--- config.mk ---
export PLATFORM = sky130hd
export DESIGN_NAME = pipeline_controller
export DESIGN_NICKNAME = d
export VERILOG_FILES = /design/src/rtl/pipeline_pkg.sv /design/src/rtl/sat_counter.sv /design/src/rtl/pipeline_controller.sv
export SDC_FILE = /design/constraint.sdc
export NUM_CORES = 1
export LEC_CHECK = 0
export CAP_MARGIN = 10
export CELL_PAD_IN_SITES_DETAIL_PLACEMENT = 0
export CELL_PAD_IN_SITES_GLOBAL_PLACEMENT = 1
export CORE_ASPECT_RATIO = 1.75
export CORE_MARGIN = 2
export CORE_UTILIZATION = 30
export CTS_CLUSTER_DIAMETER = 80
export CTS_CLUSTER_SIZE = 12
export DETAILED_ROUTE_END_ITERATION = 8
export PLACE_DENSITY = 0.73
export REMOVE_ABC_BUFFERS = 1
export SETUP_SLACK_MARGIN = 0.1
export SLEW_MARGIN = 40
export SYNTH_ARGS = -nofsm -noshare
export SYNTH_HDL_FRONTEND = slang
export SYNTH_SLANG_ARGS = --single-unit
--- constraint.sdc ---
create_clock -name i_clock -period 2.65 [get_ports i_clock]
set_input_delay 0.53 -clock i_clock [delete_from_list [all_inputs] [get_ports i_clock]]
set_output_delay 0.53 -clock i_clock [all_outputs]
set_load 0.02 [all_outputs]
--- src/rtl/pipeline_pkg.sv ---
// Shared definitions for the pipeline controller: FSM state encoding,
// default parameter values and a small state-decoding helper.
package pipeline_pkg;

  localparam int DEF_NUM_STAGES = 5;
  localparam int DEF_WDOG_WIDTH = 8;
  localparam int DEF_PERF_WIDTH = 32;

  typedef enum logic [1:0] {
    ST_RUN     = 2'd0,
    ST_DRAIN   = 2'd1,
    ST_DRAINED = 2'd2
  } state_e;

  // Fetch is frozen (PC held, bubble into register 0) in both drain states.
  function automatic logic is_drain_mode(input state_e st);
    return (st == ST_DRAIN) || (st == ST_DRAINED);
  endfunction

endpackage

--- src/rtl/sat_counter.sv ---
// Saturating up-counter with synchronous clear; clear beats increment.
module sat_counter #(
  parameter int WIDTH = 8
) (
  input  logic             i_clock,
  input  logic             i_reset,
  input  logic             inc,
  input  logic             clr,
  output logic [WIDTH-1:0] count,
  output logic             at_max
);

  localparam logic [WIDTH-1:0] CNT_ONE = {{(WIDTH-1){1'b0}}, 1'b1};
  localparam logic [WIDTH-1:0] CNT_MAX = {WIDTH{1'b1}};

  logic [WIDTH-1:0] count_q;
  logic [WIDTH-1:0] count_d;

  assign at_max = (count_q == CNT_MAX);
  assign count  = count_q;

  // Next count: clear first, otherwise step unless already saturated.
  always_comb begin
    count_d = count_q;
    if (clr) begin
      count_d = {WIDTH{1'b0}};
    end else if (inc && !at_max) begin
      count_d = count_q + CNT_ONE;
    end else begin
      count_d = count_q;
    end
  end

  // Counter register with asynchronous active-low reset.
  always_ff @(posedge i_clock or negedge i_reset) begin
    if (!i_reset) begin
      count_q <= {WIDTH{1'b0}};
    end else begin
      count_q <= count_d;
    end
  end

endmodule

--- src/rtl/pipeline_controller.sv ---
// In-order pipeline controller: stall/flush generation from hazards,
// valids and redirects, a drain FSM, a front-end stall watchdog and two
// saturating performance counters.
module pipeline_controller
  import pipeline_pkg::*;
#(
  parameter int NUM_STAGES = DEF_NUM_STAGES,
  parameter int WDOG_WIDTH = DEF_WDOG_WIDTH,
  parameter int PERF_WIDTH = DEF_PERF_WIDTH
) (
  input  logic                  i_clock,
  input  logic                  i_reset,
  input  logic [NUM_STAGES-1:0] i_hazard,
  input  logic [NUM_STAGES-2:0] i_valid,
  input  logic [NUM_STAGES-1:0] i_redirect,
  input  logic                  i_drain_req,
  input  logic                  i_clear,
  output logic [NUM_STAGES-2:0] o_stall,
  output logic [NUM_STAGES-2:0] o_flush,
  output logic                  o_drained,
  output logic                  o_stall_timeout,
  output logic [PERF_WIDTH-1:0] o_stall_cycles,
  output logic [PERF_WIDTH-1:0] o_redirect_count
);

  localparam int NR = NUM_STAGES - 1;  // number of pipeline registers

  state_e          state_q;
  state_e          state_d;
  logic            drained_q;
  logic            drained_d;
  logic            timeout_q;
  logic            timeout_d;
  logic            drain_mode_s;
  logic [NR-1:0]   stall_s;
  logic [NR-1:0]   flush_s;
  logic            redirect_any_s;
  logic            wdog_inc_s;
  logic            wdog_clr_s;
  logic            wdog_max_s;
  logic [WDOG_WIDTH-1:0] wdog_count_unused_s;
  logic            redirect0_unused_s;

  // A redirect from fetch has no older register to flush, so bit 0 is dropped.
  assign redirect0_unused_s = i_redirect[0];
  assign redirect_any_s     = |i_redirect[NUM_STAGES-1:1];
  assign drain_mode_s       = is_drain_mode(state_q);

  // Stall chain from the back of the pipe forward; empty registers absorb stalls.
  always_comb begin
    stall_s = {NR{1'b0}};
    stall_s[NR-1] = i_hazard[NR];
    for (int k = NR - 2; k >= 0; k--) begin
      stall_s[k] = i_hazard[k+1] | (stall_s[k+1] & i_valid[k]);
    end
    stall_s[0] = stall_s[0] | i_hazard[0] | drain_mode_s;
  end

  // Bubble insertion at stall boundaries plus redirect squash of younger registers.
  always_comb begin
    logic redir_above;
    flush_s     = {NR{1'b0}};
    redir_above = 1'b0;
    for (int k = 1; k < NR; k++) begin
      flush_s[k] = stall_s[k-1] & ~stall_s[k];
    end
    for (int k = NR - 1; k >= 0; k--) begin
      redir_above = redir_above | i_redirect[k+1];
      flush_s[k]  = flush_s[k] | redir_above;
    end
    flush_s[0] = flush_s[0] | drain_mode_s;
  end

  assign o_stall = stall_s;
  assign o_flush = flush_s;

  // Drain FSM next state; dropping the request always returns to RUN.
  always_comb begin
    state_d = state_q;
    case (state_q)
      ST_RUN: begin
        if (i_drain_req) begin
          state_d = ST_DRAIN;
        end else begin
          state_d = ST_RUN;
        end
      end
      ST_DRAIN: begin
        if (!i_drain_req) begin
          state_d = ST_RUN;
        end else if (i_valid == {NR{1'b0}}) begin
          state_d = ST_DRAINED;
        end else begin
          state_d = ST_DRAIN;
        end
      end
      ST_DRAINED: begin
        if (!i_drain_req) begin
          state_d = ST_RUN;
        end else begin
          state_d = ST_DRAINED;
        end
      end
      default: state_d = ST_RUN;
    endcase
  end

  // Watchdog counts only front-end stalls in RUN; timeout is sticky until clear.
  always_comb begin
    wdog_inc_s = stall_s[0] & (state_q == ST_RUN);
    wdog_clr_s = i_clear | ~wdog_inc_s;
    drained_d  = (state_d == ST_DRAINED);
    if (i_clear) begin
      timeout_d = 1'b0;
    end else begin
      timeout_d = timeout_q | (wdog_inc_s & wdog_max_s);
    end
  end

  // FSM, drained flag and timeout flag registers.
  always_ff @(posedge i_clock or negedge i_reset) begin
    if (!i_reset) begin
      state_q   <= ST_RUN;
      drained_q <= 1'b0;
      timeout_q <= 1'b0;
    end else begin
      state_q   <= state_d;
      drained_q <= drained_d;
      timeout_q <= timeout_d;
    end
  end

  assign o_drained       = drained_q;
  assign o_stall_timeout = timeout_q;

  sat_counter #(.WIDTH(WDOG_WIDTH)) u_wdog (
    .i_clock (i_clock),
    .i_reset (i_reset),
    .inc     (wdog_inc_s),
    .clr     (wdog_clr_s),
    .count   (wdog_count_unused_s),
    .at_max  (wdog_max_s)
  );

  sat_counter #(.WIDTH(PERF_WIDTH)) u_stall_cnt (
    .i_clock (i_clock),
    .i_reset (i_reset),
    .inc     (stall_s[0]),
    .clr     (i_clear),
    .count   (o_stall_cycles),
    .at_max  ()
  );

  sat_counter #(.WIDTH(PERF_WIDTH)) u_redir_cnt (
    .i_clock (i_clock),
    .i_reset (i_reset),
    .inc     (redirect_any_s),
    .clr     (i_clear),
    .count   (o_redirect_count),
    .at_max  ()
  );

endmodule

# Yosys cells after proc, flatten, opt, wreduce, memory -nomap -nowiden
# Index checks and enable logic that the tools add are counted.
dict set report totals {
  out_inout_bits 74
  ff_bits 76
  input_bits 18
}
dict set report op_classes {
  n_eq_ne 6
  addsub 3
  n_reduce_logical 13
  muxes 12
  bitwise 26
}
# operator n
set ops {}
lappend ops {{$mux 32} 4}
lappend ops {{$add 32x1->32 const B} 2}
lappend ops {{$eq 32x32->1 const B} 2}
lappend ops {{$mux 8} 2}
lappend ops {{$or 1x1->1} 14}
lappend ops {{$add 8x1->8 const B} 1}
lappend ops {{$and 1x1->1} 8}
lappend ops {{$eq 8x8->1 const B} 1}
lappend ops {{$mux 2} 3}
lappend ops {{$pmux 2 s3} 1}
lappend ops {{$reduce_bool 2->1} 3}
lappend ops {{$eq 2x2->1 const B} 2}
lappend ops {{$logic_not 4->1} 1}
lappend ops {{$not 1->1} 4}
lappend ops {{$reduce_or 4->1} 1}
lappend ops {{$logic_and 1x1->1} 3}
lappend ops {{$logic_not 1->1} 3}
lappend ops {{$eq 2x1->1 const B} 1}
lappend ops {{$logic_not 2->1} 1}
lappend ops {{$mux 1} 2}
lappend ops {{$logic_or 1x1->1} 1}

# Longest topological paths before layout
# Gate-level depths: netlist of the first run.
dict set report depth {
  ltp_word 12
  mapped_depth 10
  depth_no_buf 9
}

# Cells and area by module
# Synthesis of the first run repeated with hierarchy kept, for this count alone.
dict set report unflattened {
  hier_cells 478
  area_unflattened_um2 4449.3
}
# module cells_per_inst seq_area_each_um2 area_each_um2 n_inst
set by_module_without_submodules {}
lappend by_module_without_submodules {{sat_counter at u_redir_cnt ...} 194 800.8 1816.7 2}
lappend by_module_without_submodules {{sat_counter at u_wdog} 47 200.2 469.2 1}
lappend by_module_without_submodules {pipeline_controller 43 100.1 346.6 1}

# Worst setup path after synthesis of the first run
# OpenSTA, ideal clock, no wires.
dict set report synth_path {
  path_kind {input to output}
  from {input port i_valid[2]}
  to {output port o_flush[1]}
  t_required_ns 2.120
  t_arrival_ns 1.677
  path_buffers 0
  slack_ns 0.443
  cell_stages 4
  path_cell_list {a21oi_1 inv_1 a21o_1 o21ai_0}
}
dict set report synth_via {
  elab_chain_cells 10
  word_cells_on_any_way 11
  classes_between {bitwise: 11}
}
# item line_no
set synth_lines {}
lappend synth_lines {{start, declared} pipeline_controller.sv:14} ;# input logic [NUM_STAGES-2:0] i_valid,
lappend synth_lines {{$and 1x1->1 (*)} pipeline_controller.sv:54} ;# stall_s[k] = i_hazard[k+1] | (stall_s[k+1] & i_valid[k]);
lappend synth_lines {{$or 1x1->1 (*)} pipeline_controller.sv:54}
lappend synth_lines {{named net o_stall[2]} pipeline_controller.sv:18} ;# output logic [NUM_STAGES-2:0] o_stall,
lappend synth_lines {{$and 1x1->1 (*)} pipeline_controller.sv:54}
lappend synth_lines {{$or 1x1->1 (*)} pipeline_controller.sv:54}
lappend synth_lines {{named net o_stall[1]} pipeline_controller.sv:18}
lappend synth_lines {{$and 1x1->1} pipeline_controller.sv:54}
lappend synth_lines {{$or 1x1->1} pipeline_controller.sv:54}
lappend synth_lines {{$or 1x1->1 (2 in series)} pipeline_controller.sv:56} ;# stall_s[0] = stall_s[0] | i_hazard[0] | drain_mode_s;
lappend synth_lines {{$and 1x1->1 (*)} pipeline_controller.sv:65} ;# flush_s[k] = stall_s[k-1] & ~stall_s[k];
lappend synth_lines {{$or 1x1->1 (*)} pipeline_controller.sv:69} ;# flush_s[k] = flush_s[k] | redir_above;
lappend synth_lines {{end, declared} pipeline_controller.sv:19} ;# output logic [NUM_STAGES-2:0] o_flush,
# Mark *: on every way through the listed nets, which the timed path passes. The rest lies on a longest branch.

# Final worst setup path of the first run
dict set report layout_path {
  from {input port i_valid[0]}
  to {output port o_stall[0]}
}
dict set report layout_via {
  elab_chain_cells 4
}
# item line_no
set layout_lines {}
lappend layout_lines {{$and 1x1->1} pipeline_controller.sv:54}
lappend layout_lines {{$or 1x1->1} pipeline_controller.sv:54}
lappend layout_lines {{$or 1x1->1 (2 in series)} pipeline_controller.sv:56}
lappend layout_lines {{end, declared} pipeline_controller.sv:18}
# No other way between the ends.

==> metrics.md, run 1 <==
| Metric | Value |
|---|---|
| Area leader, netlist | dfrtp_1 |
| Initial antenna violation count | 0 |
| Vias | between 3,000 and 4,000 |
| Avg Vias per Cell | 5.04 |
| # Post-CTS Setup Buffers | 0 |
| Synth Area in Simple Gates | between 30 and 40% |
| Yosys top cell area share | a little under half |
| Finish-stage setup viols | 0 |
| Worst ir drop on vdd | around 0.27 mV |
| Initial Utilization | between 30% and 40% |
| Root buffer cell | clkbuf_16 |
| RSZ-0062 raised after global routing | no |
| Synth Instances | approximately 450 |
| Die Ht | approximately 160 um |
| Cells on worst reg2reg path | 5 |
| Crit path kind | input pin to output port |
| Slew margin rel. | about three fifths |
| Fin Hold WS | approximately 0.19 ns |
| Reg-to-reg endpoint | u_stall_cnt.count[20] |
| Max Buffers Root-to-Sink | 2 |
| Multiplexer share of the synthesized area | 1.01% |
| CP Data Required Time | about 2.1 ns |
| Startpoint types | input pin |
| # DRC | 0 |
| # H-tree levels | 3 |
| Post-synthesis xor/xnor area fraction | about a tenth |
| FMAX | roughly 0.40 GHz |
| Seq cells post-synth | 76 |
| Core area | approximately 0.013 sq mm |
| Worst slew pin tran | slightly below 0.6 ns |
| Detailed-router iteration count before antenna repair | 6 |
| Syn-to-layout area delta | 37.0% |
| CP max FO | 2 |
| Library cells used by synthesis | 47 |
| Avg Synthesized Cell Area | approximately 9.2 sq um |
| Total GRT Usage | between 10% and 20% |
| Largest family of logic cells by synthesized area | simple AND/OR/NAND/NOR gates |
| Post-Synth Adder-Cell Area | under 10% |
| Die area | 0.0146 sq mm |
| Clk_skew | around 0.0085 ns |
| Largest stage delay, worst path | ~0.45 ns |
| Vias in the first global route | 3,778 |
| Clk pin slew, worst setup/hold paths | around 0.060 ns |
| Launch point of the worst reg-to-reg path | u_stall_cnt.count[13] |
| CTS tree | done |
| Period Utilization, post-route | about 94% |
| WL/cell | 15.2 um |
| Placed cell areas | about 0.0053 sq mm |
| RePlAce Congestion | about 0.8 |
| Largest net degree at the start of global routing | 44 |
| Pwr per Cell Area | roughly 450 mW/mm^2 |
| Min-Delay Path Class | input pin to asynchronous set/reset pin |
| Share of layout cells above drive strength 1 | under 10% |
| Post-Synthesis Cell Area | slightly above 0.004 sq mm |
| Register area share after synthesis | 46.4% |
| Slew Limit Fails | 0 |
| Std cell rows | 56 |
| WP data arrival | roughly 2.0 ns |
| PortBufs | 90 |
| Synth Flop Type | dfrtp_1 |
| Async S/R FF share, synth | 100% |
| Number of synthesis warnings | 0 |
| Core Util, Final | around two fifths |
| Total I/O pin count | slightly above 90 |
| First-pass GRT wire length | roughly 18 mm |
| Final net count | slightly below 600 |
| Largest cells by area after synthesis | dfrtp_1 (46%), xnor2_1 (7.1%), nor2_1 (6.5%) |
| Crit path capture type | output port |
| CP cell instances | clkdlybuf4s50_1 > a2111oi_2 > o21a_1 > inv_2 > dlygate4sd2_1 |
| Initial DRC count | between 150 and 200 |
| Worst-skew pair later-pin latency | around 0.33 ns |
| R2R Setup Slk | about 0.44 ns |
| Die W | between 90 and 100 um |
| Antenna-violating nets left | 0 |
| TritonCTS Buffers | 9 |
| Status | complete, no violations |
| Final Instance Area | 0.00562 sq mm |
| CTS sink count | 76 |
| LEAKAGE | ~2.2 nW |
| Detailed Place HPWL | ~8.3 mm |
| Post-synthesis compound-gate area fraction | under 10% |
| Post-synth EDFFs | 0 |
| WL final | roughly 11 mm |
| Ant. Diodes | 0 |
| Setup tns final | 0 ns |
| Hold Fails Final Rpt | 0 |
| Clock period minus worst slack | ~2.5 ns |
| Max cap viols | 0 |
| Fill cell count | about 1,300 |
| Remaining global-route overflow | 0 |
| CP max-delay cell | clkdlybuf4s50_1 |
[final cells by class]
cell class | count | area (sq um) | share of cell area, %
flip-flops and latches | 76 | 1900 | 33.9
multi-input cells | 343 | 2120 | 37.8
well taps | 174 | 218 | 3.88
repair buffers | 108 | 1040 | 18.5
clock buffers | 11 | 243 | 4.32
clock inverters | 5 | 36.3 | 0.646
inverters | 14 | 52.6 | 0.936
[worst max-delay path: cells and delay by family]
kind	cells	cell delay, ns
AOI/OAI and AO/OA	2	0.61
buffers and inverters	3	0.82
[layout by cell type, fill, tap and decap left out, types with 3 or more instances in the layout]
cell type        netlist  routed
a21oi_1               18      18
buf_4                  2      18
nor4b_1                3       3
nand3_1               29      29
clkinvlp_4             0       3
or3_1                 14      14
dfrtp_1               76      76
inv_1                 13      13
nand4_2                3       3
and3_1                12      12
dlygate4sd2_1          0       3
nor4_1                 6       5
ha_1                   7       6
nand2b_1               4       4
nand2_1               34      34
and2_1                 4       4
nand4_1               12      12
mux2i_1                3       3
xor2_1                15      15
and4_1                 4       4
nor3_1                24      24
nor2_1                71      71
clkdlybuf4s50_1        0      84
xnor2_1               33      33
nor4_4                 3       4
o21ai_0               17      17
clkbuf_16              0       9
[sequential cells by signal, indices dropped and copies added, names as in the netlist]
signal,cells
u_wdog.count,8
u_redir_cnt.count,32
o_drained,1
state_q,2
o_stall_timeout,1
u_stall_cnt.count,32
[cells by family after synthesis]
family	Yosys count
compound gates	50
simple gates	234
xor+xnor	48
buf+inv	26
flops	76
mux	4
fa+ha+maj	7
[power by group]
part           total [W]  internal [W]  leakage [nW]  switching (W)
clock network    0.00115      0.000661         0.128       0.000489
logic           0.000205     0.0000892          1.03       0.000116
registers        0.00119       0.00117          1.05      0.0000161
[Yosys cell counts, types with 2 or more instances]
master	number
dfrtp_1	76
nor2_1	71
nand2_1	34
xnor2_1	33
nand3_1	29
nor3_1	24
a21oi_1	18
o21ai_0	17
xor2_1	15
or3_1	14
inv_1	13
and3_1	12
nand4_1	12
clkbuf_1	10
ha_1	7
nor4_1	6
and2_1	4
and4_1	4
nand2b_1	4
mux2i_1	3
nand4_2	3
nor4_4	3
nor4b_1	3
a21o_1	2
buf_4	2
nor2b_1	2
nor3_2	2
o211ai_1	2
or4_1	2
[stage by stage]
stage | worst slack (ns) | instances | power (W)
2_1_floorplan | 0.443 | 433 | 0.00128
3_3_place_gp | -0.137 | 715 | 0.00141
3_5_place_dp | -0.0906 | 715 | 0.00141
4_1_cts | 0.0891 | 731 | 0.00257
5_1_grt | 0.108 | 731 | 0.00264
6_report | 0.155 | 731 | 0.00255
[per-layer routing]
| metal | GRT usage [%] | vias up | part of all wire [%] |
|---|---|---|---|
| met5 | 0 | - | 0 |
| met4 | 7.89 | 0 | 2.8 |
| met3 | 1.89 | 18 | 3.1 |
| met2 | 29.9 | 78 | 55 |
| met1 | 17.3 | 1810 | 39 |
| li1 | - | 1775 | - |
[how the worst max path moves through the flow]
stage | from | to | slack (ns) | cells after the start
global placement | i_valid[0] | o_stall[0] | -0.14 | 5
detailed placement | i_valid[0] | o_stall[0] | -0.09 | 5
global route | i_valid[0] | o_stall[0] | 0.11 | 5
CTS | state_q[0] | o_stall[0] | 0.09 | 6
finish | i_valid[0] | o_stall[0] | 0.15 | 5
floorplan | i_valid[2] | o_flush[1] | 0.44 | 4
[repair_timing]
| item | 4_1_cts | 5_1_grt |
|---|---|---|
| hold buffers | 0 | 0 |
| endpoints found under the setup margin | 4 | 2 |
| gates resized for setup | 5 | 4 |
(Power assumes the default switching activity.)
==> run 2, diff against run 1 <==
--- a/config.mk
+++ b/config.mk
@@ -14,7 +14,7 @@
 export CTS_CLUSTER_DIAMETER = 80
 export CTS_CLUSTER_SIZE = 12
 export DETAILED_ROUTE_END_ITERATION = 8
-export PLACE_DENSITY = 0.73
+export PLACE_DENSITY = 0.75
 export REMOVE_ABC_BUFFERS = 1
 export SETUP_SLACK_MARGIN = 0.1
 export SLEW_MARGIN = 40
==> constraint.sdc (replaced) <==
create_clock -name i_clock -period 2.13 [get_ports i_clock]
set_input_delay 0.426 -clock i_clock [delete_from_list [all_inputs] [get_ports i_clock]]
set_output_delay 0.426 -clock i_clock [all_outputs]
set_load 0.02 [all_outputs]
==> metrics.md, run 2 (same netlist as run 1, synthesis figures left out) <==
| Metric | Value |
|---|---|
| Period Utilization, post-route | 96.4% |
| Die area | 0.0146 sq mm (unchanged) |
| # DRC | 0 (unchanged) |
| Crit path capture type | output port |
| Slew margin rel. | 69.7% (+8.6 points) |
| Detailed-router iteration count before antenna repair | 4 (-2) |
| RePlAce Congestion | 0.800 (+0.86%) |
| Finish-stage setup viols | 0 (unchanged) |
| # H-tree levels | 3 (unchanged) |
| Clk pin slew, worst setup/hold paths | 0.06 ns (about the same) |
| Clk_skew | 0.0105 ns (+0.00199 ns) |
| Min-Delay Path Class | input pin to asynchronous set/reset pin |
| Remaining global-route overflow | 0 (unchanged) |
| CP max FO | 2 (unchanged) |
| Max cap viols | 0 (unchanged) |
| CP Data Required Time | 1.70 ns (-0.42 ns) |
| P_sw | 0.000801 W (+29%) |
| Ant. Diodes | 0 (unchanged) |
| Crit-path leading delay family | flip-flops |
| FMAX | between 0.4 and 0.5 GHz |
| Vias | 3,913 (+6.3%) |
| CTS sink count | 76 (unchanged) |
| WP buf/inv | 3 (unchanged) |
| WL/cell | 15.4 um (+1.1%) |
| Worst-skew pair later-pin latency | 0.34 ns (about the same) |
| Crit-path most repeated cell | inv_2 |
| Vias in the first global route | 3,927 (+3.9%) |
| Syn-to-layout area delta | 50.6% |
| Area of the multi-input gates | 0.00228 sq mm (+7.3%) |
| Total GRT Usage | 16.8% (+0.90 points) |
| Status | complete, no violations |
| Antenna-violating nets left | 0 (unchanged) |
| Register area | 0.00190 sq mm (about the same) |
| Detailed Place HPWL | 8.85 mm (+6.7%) |
| Flop pwr share | 45.0% (-1.8 points) |
| Final net count | 626 (+8.5%) |
| Root buffer cell | clkbuf_16 |
| WL final | 12.0 mm (+7.8%) |
| CP max-delay cell | dfrtp_1 |
| Largest net degree at the start of global routing | 35 (-20%) |
| Max Buffers Root-to-Sink | 2 (unchanged) |
| Hold Fails Final Rpt | 0 (unchanged) |
| Final Non-Filler Cells | 779 (+6.6%) |
| Startpoint types | flip-flop |
| Pwr per Cell Area | 534 mW/mm^2 (+18%) |
| PortBufs | 90 (unchanged) |
| Core area | 0.0134 sq mm (unchanged) |
| CTS tree | done |
| Total I/O pin count | 92 (unchanged) |
| Worst slew pin tran | 0.454 ns (-0.128 ns) |
| Die W | 92.3 um (unchanged) |
| Setup tns final | 0 ns (unchanged) |
| Die Ht | 159 um (unchanged) |
| Clock Power Share | 46.3% (+1.1 points) |
| Crit path kind | flip-flop to output port |
| Slew Limit Fails | 0 (unchanged) |
| TritonCTS Buffers | 9 (unchanged) |
| Fill cell count | 1,296 (-1.5%) |
| Avg Vias per Cell | 5.02 (-0.25%) |
| Clock period minus worst slack | roughly 2 ns |
| Std cell rows | 56 (unchanged) |
| RSZ-0062 raised after global routing | yes |
| WP data arrival | 1.63 ns (-0.34 ns) |
| Share of layout cells above drive strength 1 | 22.1% (+13 points) |
| Cells after DPL | 760 (+6.3%) |
| Internal | 0.00249 W (+29%) |
| Initial antenna violation count | 0 (unchanged) |
| Largest stage delay, worst path | 0.40 ns (-0.05 ns) |
| Logic pwr share | 8.8% (+0.8 points) |
| Initial DRC count | 147 (-16%) |
| Commonest cells after routing, fill and taps aside | clkdlybuf4s50_1 (75), dfrtp_1 (75), nor2_1 (71) |
| Worst ir drop on vdd | 0.326 mV (+22%) |
| Initial Utilization | 30.6% (unchanged) |
| LEAKAGE | 2.56 nW (+16%) |
| Sw frac | 24.3% (-0.038 points) |
| First-pass GRT wire length | 19.5 mm (+6.0%) |
| CP cell instances | inv_2 > ha_4 > a2111oi_4 > o21a_1 > inv_2 > buf_6 |
## run 2: worst register-to-register path, delay by kind of cell, from the launching register on
| family | cells | cell delay, ns |
|---|---|---|
| DFF | 1 | 0.38 |
| adders and majority gates | 1 | 0.28 |
| and+or+nand+nor | 3 | 0.46 |
| buffers and inverters | 4 | 0.44 |
| xor gates and xnor gates | 1 | 0.16 |
| AOI/OAI and AO/OA | 2 | 0.18 |
## run 2: cell type report
cell class | instances | share of cell area, %
repair buffers | 157 | 23.1
inverters | 14 | 0.851
flip-flops and latches | 76 | 30.8
clock buffers | 9 | 3.65
multi-input cells | 343 | 36.9
clock inverters | 6 | 1.07
well taps | 174 | 3.53
## run 2: worst paths after layout
check / from / end / slack, ns / cells after the start
max: state_q[1] / o_stall[0] / 0.08 / 6
min: i_reset / state_q[0] / 0.04 / 1
max reg2reg: state_q[1] / u_stall_cnt.count[31] / 0.12 / 11
min reg2reg: u_wdog.count[6] / u_wdog.count[6] / 0.51 / 1
max in group asynchronous: i_reset / u_redir_cnt.count[18] / 1.54 / 2
min in group i_clock: u_wdog.count[6] / u_wdog.count[6] / 0.51 / 1
## run 2: per-layer routing
layer,wire length (um),track usage [%]
met5,0,0
met4,235,5.26
met3,398,3.12
met2,6900,33.0
met1,4470,17.6
## run 2: power by group through the flow
stage | Combinational (W) | Clock, W | Sequential (W)
CTS | 0.000280 | 0.00157 | 0.00148
global route | 0.000317 | 0.00162 | 0.00148
finish | 0.000288 | 0.00152 | 0.00148
global placement | 0.000268 | 0 | 0.00151
floorplan | 0.0000715 | 0 | 0.00152
detailed placement | 0.000274 | 0 | 0.00151
## run 2: stage by stage
stage / util (%) / cell area (sq um) / hold slack, ns / power (W) / setup WS, ns
floorplan: - / 4050 / 0.130 / 0.00159 / -0.0286
global placement: 42.2 / 5650 / 0.409 / 0.00177 / -0.435
detailed placement: 42.2 / 5650 / 0.409 / 0.00178 / -0.439
CTS: 45.0 / 6020 / 0.0455 / 0.00333 / 0.0188
global route: 46.1 / 6170 / 0.0657 / 0.00342 / 0.0307
finish: 46.1 / 6170 / 0.0356 / 0.00329 / 0.0767
## run 2: what timing repair did
item,in CTS,in global routing
gates resized for setup,39,32
pin swaps,2,6
endpoints found under the hold margin,0,0
buffers inserted,1,3
hold buffers,0,0
endpoints found under the setup margin,40,44
==> run 3, diff against run 2 <==
--- a/config.mk
+++ b/config.mk
@@ -5,6 +5,7 @@
 export SDC_FILE = /design/constraint.sdc
 export NUM_CORES = 1
 export LEC_CHECK = 0
+export ABC_AREA = 0
 export CAP_MARGIN = 10
 export CELL_PAD_IN_SITES_DETAIL_PLACEMENT = 0
 export CELL_PAD_IN_SITES_GLOBAL_PLACEMENT = 1
==> results of run 3 <==
Same layout as run 2: the final DEF is identical, and so are final timing and power.
